[src/rtl/xillybus_mem_port_if.sv]
// Host-side Xillybus signal bundle for one seekable read/write stream pair
// terminated by xillybus_mem_port.
interface xillybus_mem_port_if #(
   parameter int DATA_W = 8,
   parameter int ADDR_W = 5
) ();
   logic              user_r_mem_rden;
   logic [DATA_W-1:0] user_r_mem_data;
   logic              user_r_mem_empty;
   logic              user_r_mem_eof;
   logic              user_r_mem_open;
   logic              user_w_mem_wren;
   logic [DATA_W-1:0] user_w_mem_data;
   logic              user_w_mem_full;
   logic              user_w_mem_open;
   logic [ADDR_W-1:0] user_mem_addr;
   logic              user_mem_addr_update;

   modport master (
      output user_r_mem_rden,
      input  user_r_mem_data,
      input  user_r_mem_empty,
      input  user_r_mem_eof,
      output user_r_mem_open,
      output user_w_mem_wren,
      output user_w_mem_data,
      input  user_w_mem_full,
      output user_w_mem_open,
      output user_mem_addr,
      output user_mem_addr_update
   );

   modport slave (
      input  user_r_mem_rden,
      output user_r_mem_data,
      output user_r_mem_empty,
      output user_r_mem_eof,
      input  user_r_mem_open,
      input  user_w_mem_wren,
      input  user_w_mem_data,
      output user_w_mem_full,
      input  user_w_mem_open,
      input  user_mem_addr,
      input  user_mem_addr_update
   );
endinterface

[src/rtl/xillybus_mem_port.sv]
// Seekable Xillybus read/write stream pair backed by an on-chip synchronous RAM.
// Define XILLY_MEM_APP_PORT_EN to expose a second RAM port (app_*) to the accelerator.
module xillybus_mem_port #(
   parameter int DATA_W = 8,
   parameter int ADDR_W = 5,
   parameter int WRAP   = 1
) (
   input  logic               bus_clk,
   input  logic               bus_rst_n,
   xillybus_mem_port_if.slave mem_bus
`ifdef XILLY_MEM_APP_PORT_EN
   ,
   input  logic [ADDR_W-1:0]  app_addr,
   input  logic               app_rden,
   output logic [DATA_W-1:0]  app_rd_data,
   input  logic               app_wren,
   input  logic [DATA_W-1:0]  app_wr_data
`endif
);

   localparam int DEPTH = 2 ** ADDR_W;
   localparam logic [ADDR_W-1:0] LAST = ADDR_W'(DEPTH - 1);

   logic [DATA_W-1:0] mem [DEPTH];

   logic [ADDR_W-1:0] ptr_reg;
   logic [ADDR_W-1:0] ptr_next;
   logic              atend_reg;
   logic              atend_next;
   logic [DATA_W-1:0] rd_data_reg;
   logic              r_open_reg;
   logic              w_open_reg;

   logic              rd_acc;
   logic              wr_acc;
   logic              open_rise;

   // atend_reg is never set when wrapping, so every access is accepted then.
   assign rd_acc    = mem_bus.user_r_mem_rden & ~atend_reg;
   assign wr_acc    = mem_bus.user_w_mem_wren & ~atend_reg;
   assign open_rise = (mem_bus.user_r_mem_open & ~r_open_reg) |
                      (mem_bus.user_w_mem_open & ~w_open_reg);

   always_comb begin
      ptr_next   = ptr_reg;
      atend_next = atend_reg;
      if (mem_bus.user_mem_addr_update) begin
         ptr_next   = mem_bus.user_mem_addr;
         atend_next = 1'b0;
      end else begin
         if (open_rise) begin
            atend_next = 1'b0;
         end
         // A simultaneous read and write share one slot: a single increment.
         if (rd_acc | wr_acc) begin
            if (WRAP != 0 || ptr_reg != LAST) begin
               ptr_next = ptr_reg + ADDR_W'(1);
            end else begin
               atend_next = 1'b1;
            end
         end
      end
   end

   always_ff @(posedge bus_clk or negedge bus_rst_n) begin
      if (!bus_rst_n) begin
         ptr_reg     <= '0;
         atend_reg   <= 1'b0;
         rd_data_reg <= '0;
         r_open_reg  <= 1'b0;
         w_open_reg  <= 1'b0;
      end else begin
         ptr_reg    <= ptr_next;
         atend_reg  <= atend_next;
         r_open_reg <= mem_bus.user_r_mem_open;
         w_open_reg <= mem_bus.user_w_mem_open;
         if (rd_acc) begin
            rd_data_reg <= mem[ptr_reg];
         end
      end
   end

   // RAM contents survive reset; writes are held off while reset is asserted.
   // The host write is issued last so it wins a same-address collision.
   always_ff @(posedge bus_clk) begin
`ifdef XILLY_MEM_APP_PORT_EN
      if (app_wren && bus_rst_n) begin
         mem[app_addr] <= app_wr_data;
      end
`endif
      if (wr_acc && bus_rst_n) begin
         mem[ptr_reg] <= mem_bus.user_w_mem_data;
      end
   end

`ifdef XILLY_MEM_APP_PORT_EN
   logic [DATA_W-1:0] app_rd_data_reg;

   always_ff @(posedge bus_clk or negedge bus_rst_n) begin
      if (!bus_rst_n) begin
         app_rd_data_reg <= '0;
      end else if (app_rden) begin
         app_rd_data_reg <= mem[app_addr];
      end
   end

   assign app_rd_data = app_rd_data_reg;
`endif

   assign mem_bus.user_r_mem_data  = rd_data_reg;
   assign mem_bus.user_r_mem_empty = atend_reg;
   assign mem_bus.user_r_mem_eof   = atend_reg;
   assign mem_bus.user_w_mem_full  = atend_reg;

endmodule

[src/flat_wrapper.sv]
// flat-port wrapper written by rule: the top's interface ports become plain ports
module xillybus_mem_port_flat 
#(
   parameter int DATA_W = 8,
   parameter int ADDR_W = 5,
   parameter int WRAP   = 1
)
  (bus_clk, bus_rst_n, mem_bus_user_r_mem_rden, mem_bus_user_r_mem_data, mem_bus_user_r_mem_empty, mem_bus_user_r_mem_eof, mem_bus_user_r_mem_open, mem_bus_user_w_mem_wren, mem_bus_user_w_mem_data, mem_bus_user_w_mem_full, mem_bus_user_w_mem_open, mem_bus_user_mem_addr, mem_bus_user_mem_addr_update);
  xillybus_mem_port_if #(.DATA_W(DATA_W), .ADDR_W(ADDR_W)) mem_bus_i ();
  input  logic bus_clk;
  input  logic bus_rst_n;
  input wire logic [$bits(mem_bus_i.user_r_mem_rden)-1:0] mem_bus_user_r_mem_rden;
  output wire logic [$bits(mem_bus_i.user_r_mem_data)-1:0] mem_bus_user_r_mem_data;
  output wire logic [$bits(mem_bus_i.user_r_mem_empty)-1:0] mem_bus_user_r_mem_empty;
  output wire logic [$bits(mem_bus_i.user_r_mem_eof)-1:0] mem_bus_user_r_mem_eof;
  input wire logic [$bits(mem_bus_i.user_r_mem_open)-1:0] mem_bus_user_r_mem_open;
  input wire logic [$bits(mem_bus_i.user_w_mem_wren)-1:0] mem_bus_user_w_mem_wren;
  input wire logic [$bits(mem_bus_i.user_w_mem_data)-1:0] mem_bus_user_w_mem_data;
  output wire logic [$bits(mem_bus_i.user_w_mem_full)-1:0] mem_bus_user_w_mem_full;
  input wire logic [$bits(mem_bus_i.user_w_mem_open)-1:0] mem_bus_user_w_mem_open;
  input wire logic [$bits(mem_bus_i.user_mem_addr)-1:0] mem_bus_user_mem_addr;
  input wire logic [$bits(mem_bus_i.user_mem_addr_update)-1:0] mem_bus_user_mem_addr_update;
  assign mem_bus_i.user_r_mem_rden = mem_bus_user_r_mem_rden;
  assign mem_bus_user_r_mem_data = mem_bus_i.user_r_mem_data;
  assign mem_bus_user_r_mem_empty = mem_bus_i.user_r_mem_empty;
  assign mem_bus_user_r_mem_eof = mem_bus_i.user_r_mem_eof;
  assign mem_bus_i.user_r_mem_open = mem_bus_user_r_mem_open;
  assign mem_bus_i.user_w_mem_wren = mem_bus_user_w_mem_wren;
  assign mem_bus_i.user_w_mem_data = mem_bus_user_w_mem_data;
  assign mem_bus_user_w_mem_full = mem_bus_i.user_w_mem_full;
  assign mem_bus_i.user_w_mem_open = mem_bus_user_w_mem_open;
  assign mem_bus_i.user_mem_addr = mem_bus_user_mem_addr;
  assign mem_bus_i.user_mem_addr_update = mem_bus_user_mem_addr_update;
  xillybus_mem_port #(.DATA_W(DATA_W), .ADDR_W(ADDR_W), .WRAP(WRAP)) u_core (.bus_clk(bus_clk), .bus_rst_n(bus_rst_n), .mem_bus(mem_bus_i));
endmodule
[config.mk]
export PLATFORM = sky130hd
export DESIGN_NAME = xillybus_mem_port_flat
export DESIGN_NICKNAME = d
export VERILOG_FILES = /design/src/rtl/xillybus_mem_port_if.sv /design/src/rtl/xillybus_mem_port.sv /design/src/flat_wrapper.sv
export SDC_FILE = /design/constraint.sdc
export NUM_CORES = 1
export LEC_CHECK = 0
export ABC_AREA = 1
export ABC_CLOCK_PERIOD_IN_PS = 2190
export CELL_PAD_IN_SITES_DETAIL_PLACEMENT = 1
export CELL_PAD_IN_SITES_GLOBAL_PLACEMENT = 1
export CORE_ASPECT_RATIO = 1.4
export CORE_UTILIZATION = 45
export CTS_CLUSTER_DIAMETER = 100
export DETAILED_ROUTE_END_ITERATION = 6
export HOLD_SLACK_MARGIN = 0.05
export PLACE_DENSITY_LB_ADDON = 0.08
export SYNTH_ARGS = -nofsm -noshare
export SYNTH_HDL_FRONTEND = slang
export SYNTH_SLANG_ARGS = --single-unit
[constraint.sdc]
create_clock -name bus_clk -period 2.19 [get_ports bus_clk]
set_input_delay 0.438 -clock bus_clk [delete_from_list [all_inputs] [get_ports bus_clk]]
set_output_delay 0.438 -clock bus_clk [all_outputs]
set_load 0.02 [all_outputs]
==> results.cfg <==
[routing]
drtPass1Iterations = 4
drtAntennaViolNets = 0
drtIter0Drc = 458
routed_via_density = 5.02
wl_microns = 30600
num_vias = 7886
drc = 0
wl_per_cell_microns = 19.5

[final_layout]
final_cell_mix = nand2_1, edfxtp_1, inv_1, nand3_1, nor2_1
largest_reg_flops = 256
diodes = 0
instances_no_fill = 1570
areaGrowthSynthToFinish_pct = 15.9
layout_commonest_cell = nand2_1
drive_gt1_share_pct = 10.6
layout.nets = 1257
fillers = 2815

[die]
die-area_sq_um = 26800
die_h_microns = 193
num_rows = 69
num_io_pins = 31
fp.dieW_microns = 139
core_sq_um = 25600
initial_core_util_pct = 46.0

[synth]
async_flop_share_pct = 4.83
synth_area_leader_cell = edfxtp_1
synth_cells = 1154
syn_area_per_cell_sq_um = 10.2
synthTopCellsByArea = edfxtp_1, nand2_1, inv_1
synth_edf_count = 256
synthFlopType = edfxtp_1
ys_ff_latch = 269
ys_seq_area_share_pct = 68.1
yosysTopAreaCellShare_pct = 65.3
synth_cell_types = 29
yosys_warnings = 0
syn_area_sq_um = 11800

[setup_path]
worstPathRequired_ns = 1.75
critPathLaunch = u_core.mem_bus.user_r_mem_data[4]
end_kind = output pin
crit_chain = clkdlybuf4s50_1
regToRegSetupSlack_ns = 0.20
crit_family = buffers and inverters
startpoint_type = register
slowest_delay_ns = 0.64
cp_max_fo = 2
slowest_stage = clkdlybuf4s50_1
arrival_ns = 1.58
r2r-start = u_core.ptr_reg[0]
path_buf_inv = 1
worst-setup-path-type = reg2out

[power_and_ir_drop]
vdd_ir_drop_max_v = 0.000669
p_sw_w = 0.00329
p_clk_share_pct = 37.2
power_density_nw_per_um2 = 909
seqPwrFrac_pct = 47.2
sw_frac_of_total_pct = 26.5
combPwrFrac_pct = 15.7
power_leakage_nw = 5.83
p_int_w = 0.00911

[timing]
fmax_ghz = 0.496
tns_ns = 0
setup_viol_count_final = 0
post-route-period-util_pct = 92.1
hold_viol = 0
min_period_ns = 2.02
finClkSkew_ns = 0.00987
setup_slack_ns = 0.172
slew-limit-headroom_pct = 66.3
tightest_slew_ns = 0.505
drv_slew = 0
rsz0062_at_grt = no

[clock_tree]
cts_hold_buf = 0
max-clock-path-buffers = 3
clk_latency_ns = 0.54
tritoncts = built
cts_sinks = 269
cts_buffers = 27
path_clk_slew_ns = 0.07
cts-root-buf = clkbuf_16
postCtsSetupBuffers = 0
post_cts_resized = 0
htree_levels = 1

[place]
place_inst = 1523
io_buffer_count = 25
place_congestion = 0.754
dp_hpwl_microns = 19400
dp_slack_ns = 0.140

[grt]
antenna_found_initial = 0
grt_pass1_vias = 8482
track_usage_pct = 23.7
overflow = 0
grt_start_max_net_pins = 76
grt_pass1_wl_microns = 47500

[min_path]
min_path_type = in2async

[outcome]
status = finished clean

[run]
drv_cap = 0
-- cell families (layout without fill, tap and decap cells) --
| group | Yosys count | count (layout) | synth area share (%) |
|---|---|---|---|
| DFF | 269 | 269 | 68.1 |
| AOI/OAI and AO/OA | 45 | 45 | 1.97 |
| buffers and inverters | 232 | 327 | 8.41 |
| other | 1 | 3 | 0.0319 |
| and+or+nand+nor | 603 | 603 | 21.1 |
| adders and majority gates | 4 | 4 | 0.425 |
-- area by class of cell --
cell class / instances / area (sq um) / share of cell area [%]
multi-input combinational: 655 / 2770 / 20.3
clock buffer: 31 / 691 / 5.07
timing repair buffer: 96 / 883 / 6.48
inverter: 184 / 693 / 5.08
clock inverter: 16 / 179 / 1.31
tap: 319 / 399 / 2.93
sequential: 269 / 8020 / 58.8
-- power by group through the flow --
stage          combinational, W  sequential [W]  clock, W
6_report                0.00194         0.00585   0.00461
5_1_grt                 0.00214         0.00586   0.00484
4_1_cts                 0.00198         0.00585   0.00469
3_5_place_dp            0.00196         0.00596         0
3_3_place_gp            0.00193         0.00595         0
2_1_floorplan           0.00111         0.00597         0
-- routing by layer --
metal / wire length, microns / GRT usage [%] / vias up / part of all wire (%)
met4: 722 / 7.28 / 0 / 2.4
li1: - / - / 3841 / -
met5: 0 / 0 / - / 0
met1: 12800 / 29.1 / 3883 / 42
met2: 16100 / 44.0 / 122 / 53
met3: 940 / 2.15 / 40 / 3.1
-- synth_stat cells, drive strengths merged, types with 2 or more instances --
| master | number |
|---|---|
| o21ai | 28 |
| inv | 183 |
| ha | 4 |
| clkbuf | 5 |
| nand2 | 395 |
| or2 | 8 |
| nor2 | 84 |
| o22ai | 2 |
| dfrtp | 13 |
| nor3 | 5 |
| buf | 43 |
| nand3 | 111 |
| edfxtp | 256 |
| a21oi | 13 |
-- path summary, 6_finish.rpt --
path | to | cells past startpoint
worst max-delay path | mem_bus_user_r_mem_data[4] | 1
min in group bus_clk | u_core.ptr_reg[2] | 3
worst min-delay path | u_core.mem_bus.user_r_mem_data[2] | 2
max in group asynchronous | u_core.ptr_reg[0] | 2
worst max register to register | u_core.mem_bus.user_r_mem_data[7] | 12
worst min register to register | u_core.mem_bus.user_r_mem_data[3] | 3
-- stage by stage --
stage | power (W) | util (%) | hold WS, ns | instance area (sq um)
finish | 0.0124 | 53.4 | 0.262 | 13600
global route | 0.0128 | 53.4 | 0.292 | 13600
global placement | 0.00788 | 50.0 | 0.546 | 12800
floorplan | 0.00708 | - | 0.142 | 11800
detailed placement | 0.00792 | 50.0 | 0.544 | 12800
CTS | 0.0125 | 53.4 | 0.270 | 13600
Power figures use the tool's default switching activity.
